===== config.mk =====
export PLATFORM = sky130hd
export DESIGN_NAME = fifo_wr_arbiter
export DESIGN_NICKNAME = d
export VERILOG_FILES = /design/src/rtl/fifo_wr_arbiter.sv
export SDC_FILE = /design/constraint.sdc
export NUM_CORES = 1
export LEC_CHECK = 0
export ABC_AREA = 0
export CAP_MARGIN = 20
export CELL_PAD_IN_SITES_DETAIL_PLACEMENT = 1
export CELL_PAD_IN_SITES_GLOBAL_PLACEMENT = 1
export CORE_ASPECT_RATIO = 1.25
export CORE_UTILIZATION = 33
export CTS_BUF_LIST = sky130_fd_sc_hd__clkbuf_4
export DETAILED_ROUTE_END_ITERATION = 6
export PLACE_DENSITY_LB_ADDON = 0.1
export SYNTH_ARGS = -nofsm -noshare
export SYNTH_HDL_FRONTEND = slang
export SYNTH_SLANG_ARGS = --single-unit

===== constraint.sdc =====
create_clock -name clk -period 2.7 [get_ports clk]
set_input_delay 0.54 -clock clk [delete_from_list [all_inputs] [get_ports clk]]
set_output_delay 0.54 -clock clk [all_outputs]
set_load 0.1 [all_outputs]

===== src/rtl/fifo_wr_arbiter.sv =====
// Round-robin burst arbiter sharing one FIFO write port between NUM_REQ producers.
// Throttles on full/almostfull and counts missing write acks and overflow pulses.
module fifo_wr_arbiter #(
    parameter int unsigned NUM_REQ   = 4,
    parameter int unsigned DATA_W    = 16,
    parameter int unsigned MAX_BURST = 8
) (
    input  logic                        clk,
    input  logic                        rst,
    input  logic [NUM_REQ-1:0]          req,
    input  logic [NUM_REQ*DATA_W-1:0]   req_data,
    output logic [NUM_REQ-1:0]          req_gnt,
    output logic [DATA_W-1:0]           fifo_data_in,
    output logic                        fifo_wr_en,
    input  logic                        fifo_full,
    input  logic                        fifo_almostfull,
    input  logic                        fifo_wr_ack,
    input  logic                        fifo_overflow,
    output logic [$clog2(NUM_REQ)-1:0]  owner,
    output logic                        busy,
    output logic [7:0]                  nack_cnt,
    output logic [7:0]                  ovf_cnt
);

    localparam int unsigned OWN_W = $clog2(NUM_REQ);
    localparam int unsigned CNT_W = 8;
    localparam logic [CNT_W-1:0] LAST_BEAT = CNT_W'(MAX_BURST - 1);
    localparam logic [CNT_W-1:0] CNT_MAX   = '1;

    typedef enum logic {
        IDLE  = 1'b0,
        BURST = 1'b1
    } state_t;

    state_t             state_q;
    state_t             state_nxt;
    logic [OWN_W-1:0]   rr_ptr;
    logic [OWN_W-1:0]   rr_ptr_nxt;
    logic [OWN_W-1:0]   owner_nxt;
    logic [CNT_W-1:0]   burst_cnt;
    logic [CNT_W-1:0]   burst_cnt_nxt;
    logic               wr_en_nxt;
    logic [DATA_W-1:0]  data_nxt;
    logic               wr_en_prev;
    logic               found;
    int unsigned        idx;

    logic               space_c;
    logic               accept_c;
    logic [DATA_W-1:0]  sel_data_c;

    // A registered write may still be in flight, so almostfull counts as full while wr_en is high.
    assign space_c    = !fifo_full && !(fifo_almostfull && fifo_wr_en);
    assign accept_c   = (state_q == BURST) && req[owner] && space_c;
    assign sel_data_c = req_data[32'(owner) * DATA_W +: DATA_W];

    // Combinational grant to the current owner only.
    always_comb begin
        req_gnt = '0;
        if ((state_q == BURST) && space_c) begin
            req_gnt[owner] = 1'b1;
        end
    end

    // Next-state and registered-output logic.
    always_comb begin
        state_nxt     = state_q;
        owner_nxt     = owner;
        rr_ptr_nxt    = rr_ptr;
        burst_cnt_nxt = burst_cnt;
        wr_en_nxt     = 1'b0;
        data_nxt      = fifo_data_in;
        found         = 1'b0;
        idx           = 0;
        unique case (state_q)
            IDLE: begin
                for (int unsigned k = 0; k < NUM_REQ; k++) begin
                    idx = 32'(rr_ptr) + k;
                    if (idx >= NUM_REQ) begin
                        idx = idx - NUM_REQ;
                    end
                    if (!found && req[OWN_W'(idx)]) begin
                        found     = 1'b1;
                        owner_nxt = OWN_W'(idx);
                    end
                end
                if (found) begin
                    state_nxt     = BURST;
                    burst_cnt_nxt = '0;
                end
            end
            BURST: begin
                if (accept_c) begin
                    wr_en_nxt     = 1'b1;
                    data_nxt      = sel_data_c;
                    burst_cnt_nxt = burst_cnt + CNT_W'(1);
                end
                if ((accept_c && (burst_cnt == LAST_BEAT)) || !req[owner]) begin
                    state_nxt  = IDLE;
                    rr_ptr_nxt = (32'(owner) == NUM_REQ - 1) ? '0 : owner + OWN_W'(1);
                end
            end
            default: begin
                state_nxt = IDLE;
            end
        endcase
    end

    always_ff @(posedge clk) begin
        if (rst) begin
            state_q      <= IDLE;
            rr_ptr       <= '0;
            owner        <= '0;
            burst_cnt    <= '0;
            fifo_wr_en   <= 1'b0;
            fifo_data_in <= '0;
            busy         <= 1'b0;
            wr_en_prev   <= 1'b0;
            nack_cnt     <= '0;
            ovf_cnt      <= '0;
        end else begin
            state_q      <= state_nxt;
            rr_ptr       <= rr_ptr_nxt;
            owner        <= owner_nxt;
            burst_cnt    <= burst_cnt_nxt;
            fifo_wr_en   <= wr_en_nxt;
            fifo_data_in <= data_nxt;
            busy         <= (state_nxt == BURST);
            wr_en_prev   <= fifo_wr_en;
            // The ack for a write issued in cycle K is due in cycle K+1.
            if (wr_en_prev && !fifo_wr_ack && (nack_cnt != CNT_MAX)) begin
                nack_cnt <= nack_cnt + CNT_W'(1);
            end
            if (fifo_overflow && (ovf_cnt != CNT_MAX)) begin
                ovf_cnt <= ovf_cnt + CNT_W'(1);
            end
        end
    end

endmodule


==> flow_summary_export.csv, run 1 <==
group,metric,value,unit
die,io-pin-count,114,
sta,hold_ws,0.465,ns
placed_design,io_buffers,113,
sta,timing.final.hold_violations,0,
critical_path,timing.critical_path.slowest_cell_delay,0.41,ns
drt,met1_length,3.01,mm
drt,antenna_violating_nets_post_route,0,
grt,antenna_violations_before_repair,0,
final_layout,final_cell_count_no_fill,478,
synthesis,synthCells,273,
clock_tree,post_cts_resized,0,
drt,drt_pass1_iterations,4,
synthesis,synth-edff-count,0,
clock_tree,tritoncts,"built",
critical_path,worst_r2r_endpoint,"rr_ptr[1]$_SDFFE_PP0P_",
clock_tree,cts_setup_buffers,0,
power,total_leakage_power,1.42,nW
synthesis,netlist.area_leader.share,37.1,%
power,power-per-cell-area,443,nW/um^2
grt,via_count_of_the_first_global_routing_pass,2604,
clock_tree,cts_inserted_buffers,5,
run_status,result_of_the_run,"finished clean",
drt,wirelength,7.58,mm
synthesis,synth-warning-count,0,
sta,tightestPinTransition,0.650,ns
critical_path,crit_slowest_cell,"sky130_fd_sc_hd__dfxtp_2",
sta,post-route-period-util,86.0,%
die,site_rows,35,
synthesis,synth_fp_nets,354,
grt,globalRouteTotalUtil,19.4,%
drt,wl_met3,255,um
clock_tree,clock-sinks,47,
die,floorplan.die.width,80.4,um
die,die_outline_area,8030,um^2
drt,remaining_drc_errors,0,
placed_design,placed_area,3700,um^2
critical_path,cp_startpoint_kind,"flip-flop",
min_path,timing.hold.worst.class,"flip-flop to flip-flop",
drt,route.detailed.vias_per_inst,5.29,
grt,grt_overflow,0,
clock_tree,cts_buffer_depth,2,
synthesis,ys_ff_latch,47,
final_layout,finish.instance_area,3770,um^2
min_path,min_delay_worst_endpoint,"fifo_data_in[2]$_SDFFE_PP0P_",
critical_path,r2r_setup_slk,0.94,ns
grt,grt_start_max_net_pins,27,
job,cap_violations,0,
drt,dr_wl_met2,4.14,mm
drt,avgRoutedWirePerCell,15.9,um
sta,report.final.setup_viol,0,
synthesis,ys_seq_area_share,37.1,%
sta,totalNegativeSetupSlack,0,ns
critical_path,path_max_fanout,18,
synthesis,syn-mean-instance-area,9.28,um^2
drt,highest-signal-layer,"met4",
die,die_height,100,um
final_layout,antenna_cells_inserted,0,
power,power.ir.vdd_worst,0.000236,V
clock_tree,latest_clock_arrival_within_the_worst_skew_pair,0.36,ns
grt,first_pass_grt_wire_length,12.0,mm
die,start_util,34.2,%
die,core,7400,um^2
clock_tree,cts_hold_buffers,0,
final_layout,synthToLayoutAreaGrowth,48.9,%
drt,detailroute.via_count,2527,
placed_design,globalplace.congestion,0.846,
sta,grt_setup_unrepaired,"false",
clock_tree,clk_pin_slew,0.13,ns
critical_path,worst_ep_arrival_time,1.78,ns
sta,drv_slew,0,
placed_design,detailedPlacementHpwl,5.91,mm
synthesis,synth_async_sr_flop_share,0,%
sta,final_worst_slack,0.378,ns
synthesis,synth_area,2530,um^2
clock_tree,clock_tree.root_cell,"sky130_fd_sc_hd__clkbuf_4",
sta,timing.fmax,431,MHz
sta,timing.clock.skew,0.00805,ns
critical_path,setup.worst_path.class,"flip-flop to output pin",
sta,worst_slew_margin_rel,56.6,%
sta,minimum_clock_period,2.32,ns
critical_path,critPathRequiredTime,2.16,ns
drt,drt_first_iter_violations,80,
synthesis,most_common_flop_cell_mapped_by_yosys,"sky130_fd_sc_hd__dfxtp_1",
synthesis,synth_cell_types,45,
critical_path,crit_chain,"buf_4 -> inv_1 -> ha_1 -> and3_1 -> buf_12",
min_path,worst_hold_startpoint,"fifo_data_in[2]$_SDFFE_PP0P_",
final_layout,drive_gt1_share,20.2,%
synthesis,synth_area_leader_cell,"sky130_fd_sc_hd__dfxtp_1",
critical_path,timing.reg2reg.worst_path_depth,4,
critical_path,reg2reg_from,"burst_cnt[3]$_SDFFE_PP0P_",
synthesis,synth.cells.most_frequent,"sky130_fd_sc_hd__dfxtp_1 (47), sky130_fd_sc_hd__nand2_1 (42), sky130_fd_sc_hd__a21oi_1 (31)",
placed_design,place_worst_setup_slack,0.278,ns
critical_path,cp-end-kind,"output pin",
synthesis,top_cells_by_area_in_the_synthesized_netlist,"sky130_fd_sc_hd__dfxtp_1 (37%), sky130_fd_sc_hd__mux4_2 (15%), sky130_fd_sc_hd__nand2_1 (6.2%)",
clock_tree,cts_max_level,2,
synthesis,synth.most_common_cell,"sky130_fd_sc_hd__dfxtp_1",
placed_design,placed_cells,471,
final_layout,layout.nets,467,
min_path,hold_path_depth,2,
-- through the flow --
stage	power (mW)	util (%)
global placement	1.26	50.0
floorplan	1.07	-
finish	1.67	51.0
CTS	1.69	51.0
detailed placement	1.27	50.0
global route	1.75	51.0
-- critical path: cells and delay by family (launching register included) --
family        cells  cell delay (ns)
fa+ha+maj         1             0.21
buf+inv           3             0.62
flops             1             0.41
simple gates      1             0.17
-- flip-flops by register name, indices dropped and copies added (netlist names) --
signal,count
fifo_data_in,16
burst_cnt,8
nack_cnt,8
ovf_cnt,8
owner,2
rr_ptr,2
fifo_wr_en,1
state_q,1
wr_en_prev,1
-- cells by family (layout without fill, tap and decap cells) --
group | after synthesis | after routing | synth area share (%)
XOR/XNOR | 8 | 8 | 2.77
AO/OA/AOI/OAI | 61 | 61 | 14.4
flip-flops | 47 | 47 | 37.1
buffers and inverters | 22 | 135 | 4.54
multiplexers | 20 | 20 | 16.3
adder cells (fa/ha/maj) | 7 | 7 | 3.46
AND/OR/NAND/NOR | 108 | 108 | 21.4
-- how the worst max path moves through the flow --
stage | start | endpoint | slack (ns) | depth (start not counted)
2_1_floorplan | owner[0]$_SDFFE_PP0P_ | req_gnt[0] | 0.05 | 5
3_3_place_gp | req[2] | burst_cnt[0]$_SDFFE_PP0P_ | 0.33 | 5
3_5_place_dp | req[2] | fifo_data_in[13]$_SDFFE_PP0P_ | 0.28 | 5
4_1_cts | owner[0]$_SDFFE_PP0P_ | req_gnt[0] | 0.31 | 5
5_1_grt | owner[0]$_SDFFE_PP0P_ | req_gnt[0] | 0.22 | 5
6_report | owner[0]$_SDFFE_PP0P_ | req_gnt[0] | 0.38 | 5
-- per-layer routing --
| metal | vias up | global-route usage [%] |
|---|---|---|
| met3 | 13 | 3.73 |
| met4 | 0 | 8.24 |
| met5 | - | 0 |
| met1 | 1224 | 21.1 |
| li1 | 1231 | - |
| met2 | 59 | 35.7 |
-- layout make-up --
type	instances	area [um^2]
repair buffers	119	1130
clock inverters	1	30.0
multi-input cells	204	1480
clock buffers	6	45.0
inverters	9	33.8
well taps	92	115
flip-flops and latches	47	945
fillers	852	3630
-- cell usage in the layout (no fill, tap or decap), drive strengths merged, types with 3 or more instances in the layout --
| cell | netlist | layout |
|---|---|---|
| dfxtp | 47 | 47 |
| or3 | 4 | 4 |
| o211ai | 3 | 3 |
| nand4 | 8 | 8 |
| nor2b | 3 | 3 |
| o21ai | 11 | 11 |
| nor3 | 4 | 4 |
| ha | 7 | 7 |
| o31ai | 3 | 3 |
| nand2 | 43 | 43 |
| buf | 9 | 46 |
| inv | 9 | 9 |
| mux2i | 3 | 3 |
| nor2 | 15 | 15 |
| or4 | 4 | 4 |
| mux4 | 17 | 17 |
| and3 | 7 | 7 |
| clkdlybuf4s50 | 0 | 73 |
| clkbuf | 4 | 6 |
| xor2 | 7 | 7 |
| nand3 | 11 | 11 |
| a21oi | 31 | 31 |
-- report_power, final --
| group | switching [mW] | total, mW | leakage, nW | internal, mW |
|---|---|---|---|---|
| combinational | 0.291 | 0.511 | 0.998 | 0.220 |
| sequential | 0.0215 | 0.739 | 0.382 | 0.717 |
| clock | 0.219 | 0.420 | 0.0417 | 0.201 |
| total | 0.531 | 1.67 | 1.42 | 1.14 |
(Power assumes the default switching activity.)
==> run 2: changes to the inputs <==
--- a/config.mk
+++ b/config.mk
@@ -10,7 +10,7 @@
 export CELL_PAD_IN_SITES_DETAIL_PLACEMENT = 1
 export CELL_PAD_IN_SITES_GLOBAL_PLACEMENT = 1
 export CORE_ASPECT_RATIO = 1.25
-export CORE_UTILIZATION = 33
+export CORE_UTILIZATION = 31
 export CTS_BUF_LIST = sky130_fd_sc_hd__clkbuf_4
 export DETAILED_ROUTE_END_ITERATION = 6
 export PLACE_DENSITY_LB_ADDON = 0.1
==> constraint.sdc (replaced) <==
create_clock -name clk -period 2.35 [get_ports clk]
set_input_delay 0.47 -clock clk [delete_from_list [all_inputs] [get_ports clk]]
set_output_delay 0.47 -clock clk [all_outputs]
set_load 0.1 [all_outputs]
==> flow_summary_export.csv, run 2 (same netlist as run 1, synthesis figures left out) <==
group,metric,value,unit
sta,grt_setup_unrepaired,"false",
critical_path,timing.critical_path.slowest_cell_delay,0.58,ns
drt,drt_first_iter_violations,94,
critical_path,path_max_fanout,21,
die,core,7840,um^2
drt,remaining_drc_errors,0,
clock_tree,clk_pin_slew,0.13,ns
sta,totalNegativeSetupSlack,0,ns
placed_design,detailedPlacementHpwl,5.88,mm
final_layout,finish.instance_area,3780,um^2
final_layout,commonest_non_fill_non_tap_cell_in_the_layout,"sky130_fd_sc_hd__clkdlybuf4s50_1",
clock_tree,clock-sinks,47,
placed_design,globalplace.congestion,0.783,
run_status,result_of_the_run,"finished clean",
drt,detailroute.via_count,2528,
final_layout,layout.nets,469,
die,io-pin-count,114,
power,power.combinational.fraction,30.8,%
power,total_leakage_power,1.42,nW
clock_tree,latest_clock_arrival_within_the_worst_skew_pair,0.37,ns
power,switching_pwr,0.624,mW
drt,wirelength,7.65,mm
clock_tree,post_cts_resized,0,
drt,antenna_violating_nets_post_route,0,
sta,report.final.setup_viol,0,
power,power_switching_share,33.9,%
grt,grt_start_max_net_pins,23,
sta,drv_slew,0,
die,die_outline_area,8540,um^2
placed_design,io_buffers,113,
clock_tree,cts_buffer_depth,2,
final_layout,antenna_cells_inserted,0,
grt,antenna_violations_before_repair,0,
placed_design,placed_area,3720,um^2
grt,first_pass_grt_wire_length,12.1,mm
clock_tree,cts_hold_buffers,0,
final_layout,drive_gt1_share,21.3,%
min_path,timing.hold.worst.class,"flip-flop to flip-flop",
sta,worst_slew_margin_rel,56.1,%
die,start_util,32.3,%
critical_path,crit_chain,"inv_1 -> ha_1 -> and3_2 -> buf_12",
critical_path,critPathRequiredTime,1.88,ns
job,cap_violations,0,
grt,globalRouteTotalUtil,17.7,%
clock_tree,tritoncts,"built",
clock_tree,cts_max_level,2,
critical_path,worst_ep_arrival_time,1.64,ns
clock_tree,cts_setup_buffers,0,
drt,drt_pass1_iterations,4,
critical_path,crit_slowest_cell,"sky130_fd_sc_hd__dfxtp_4",
critical_path,cp-end-kind,"output pin",
drt,avgRoutedWirePerCell,15.8,um
clock_tree,clock_tree.root_cell,"sky130_fd_sc_hd__clkbuf_4",
final_layout,flip_flop_count_of_the_largest_register_all_copies_and_words_added,16,
sta,timing.clock.skew,0.0118,ns
power,p_seq_share,47.1,%
grt,grt_overflow,0,
die,die_height,103,um
critical_path,timing.reg2reg.worst_path_depth,4,
sta,final_worst_slack,0.237,ns
sta,tightestPinTransition,0.659,ns
clock_tree,cts_inserted_buffers,5,
critical_path,setup.worst_path.class,"flip-flop to output pin",
final_layout,synthToLayoutAreaGrowth,49.2,%
power,pwr-share-clk,22.1,%
sta,minimum_clock_period,2.11,ns
grt,via_count_of_the_first_global_routing_pass,2388,
sta,timing.final.hold_violations,0,
sta,post-route-period-util,89.9,%
drt,route.detailed.vias_per_inst,5.22,
power,cell_internal_pwr,1.22,mW
placed_design,place_worst_setup_slack,0.0450,ns
sta,timing.fmax,473,MHz
die,floorplan.die.width,82.9,um
power,power.ir.vdd_worst,0.000233,V
power,power-per-cell-area,487,nW/um^2
min_path,hold_path_depth,2,
die,site_rows,36,
final_layout,final_cell_mix,"sky130_fd_sc_hd__clkdlybuf4s50_1 (73), sky130_fd_sc_hd__dfxtp_1 (44), sky130_fd_sc_hd__buf_4 (44)",
final_layout,most_flop_heavy_register,"fifo_data_in",
critical_path,cp_startpoint_kind,"flip-flop",
final_layout,utilization,48.2,%
==> run 2: final timing paths <==
kind | from | end | slack (ns)
max | owner[1]$_SDFFE_PP0P_ | req_gnt[0] | 0.24
min | fifo_data_in[7]$_SDFFE_PP0P_ | fifo_data_in[7]$_SDFFE_PP0P_ | 0.47
max reg2reg | owner[0]$_SDFFE_PP0P_ | burst_cnt[0]$_SDFFE_PP0P_ | 0.51
min reg2reg | fifo_data_in[7]$_SDFFE_PP0P_ | fifo_data_in[7]$_SDFFE_PP0P_ | 0.47
==> run 2: final cells by class <==
| type | instances | area (um^2) |
|---|---|---|
| clock buffer | 7 | 52.6 |
| clock inverter | 1 | 5.00 |
| fill | 938 | 4060 |
| inverter | 9 | 33.8 |
| multi-input combinational | 204 | 1480 |
| sequential | 47 | 950 |
| tap | 95 | 119 |
| timing repair buffer | 121 | 1140 |
==> run 2: routing by layer <==
metal	vias up	track usage (%)	wire, um
met5	-	0	0
met2	70	32.5	4000
met3	6	2.80	359
li1	1234	-	-
met4	0	5.97	83
met1	1218	21.2	3210
==> run 2: critical path: cells and delay by family (launching register included) <==
| family | cells | cell delay [ns] |
|---|---|---|
| buffers and inverters | 2 | 0.31 |
| DFF | 1 | 0.58 |
| and+or+nand+nor | 1 | 0.19 |
| adders and majority gates | 1 | 0.20 |
==> run 2: power groups by stage <==
| stage | clock network (mW) | logic, mW | registers [mW] |
|---|---|---|---|
| finish | 0.407 | 0.567 | 0.868 |
| detailed placement | 0 | 0.573 | 0.888 |
| CTS | 0.420 | 0.575 | 0.871 |
| global placement | 0 | 0.567 | 0.888 |
| global route | 0.455 | 0.602 | 0.876 |
| floorplan | 0 | 0.214 | 1.02 |
==> run 2: per-stage QoR <==
step           std cells  power, mW  hold WS (ns)
3_3_place_gp         476       1.46         0.444
3_5_place_dp         476       1.46         0.453
5_1_grt              484       1.93         0.496
6_report             484       1.84         0.466
4_1_cts              484       1.87         0.471
2_1_floorplan        273       1.23         0.454
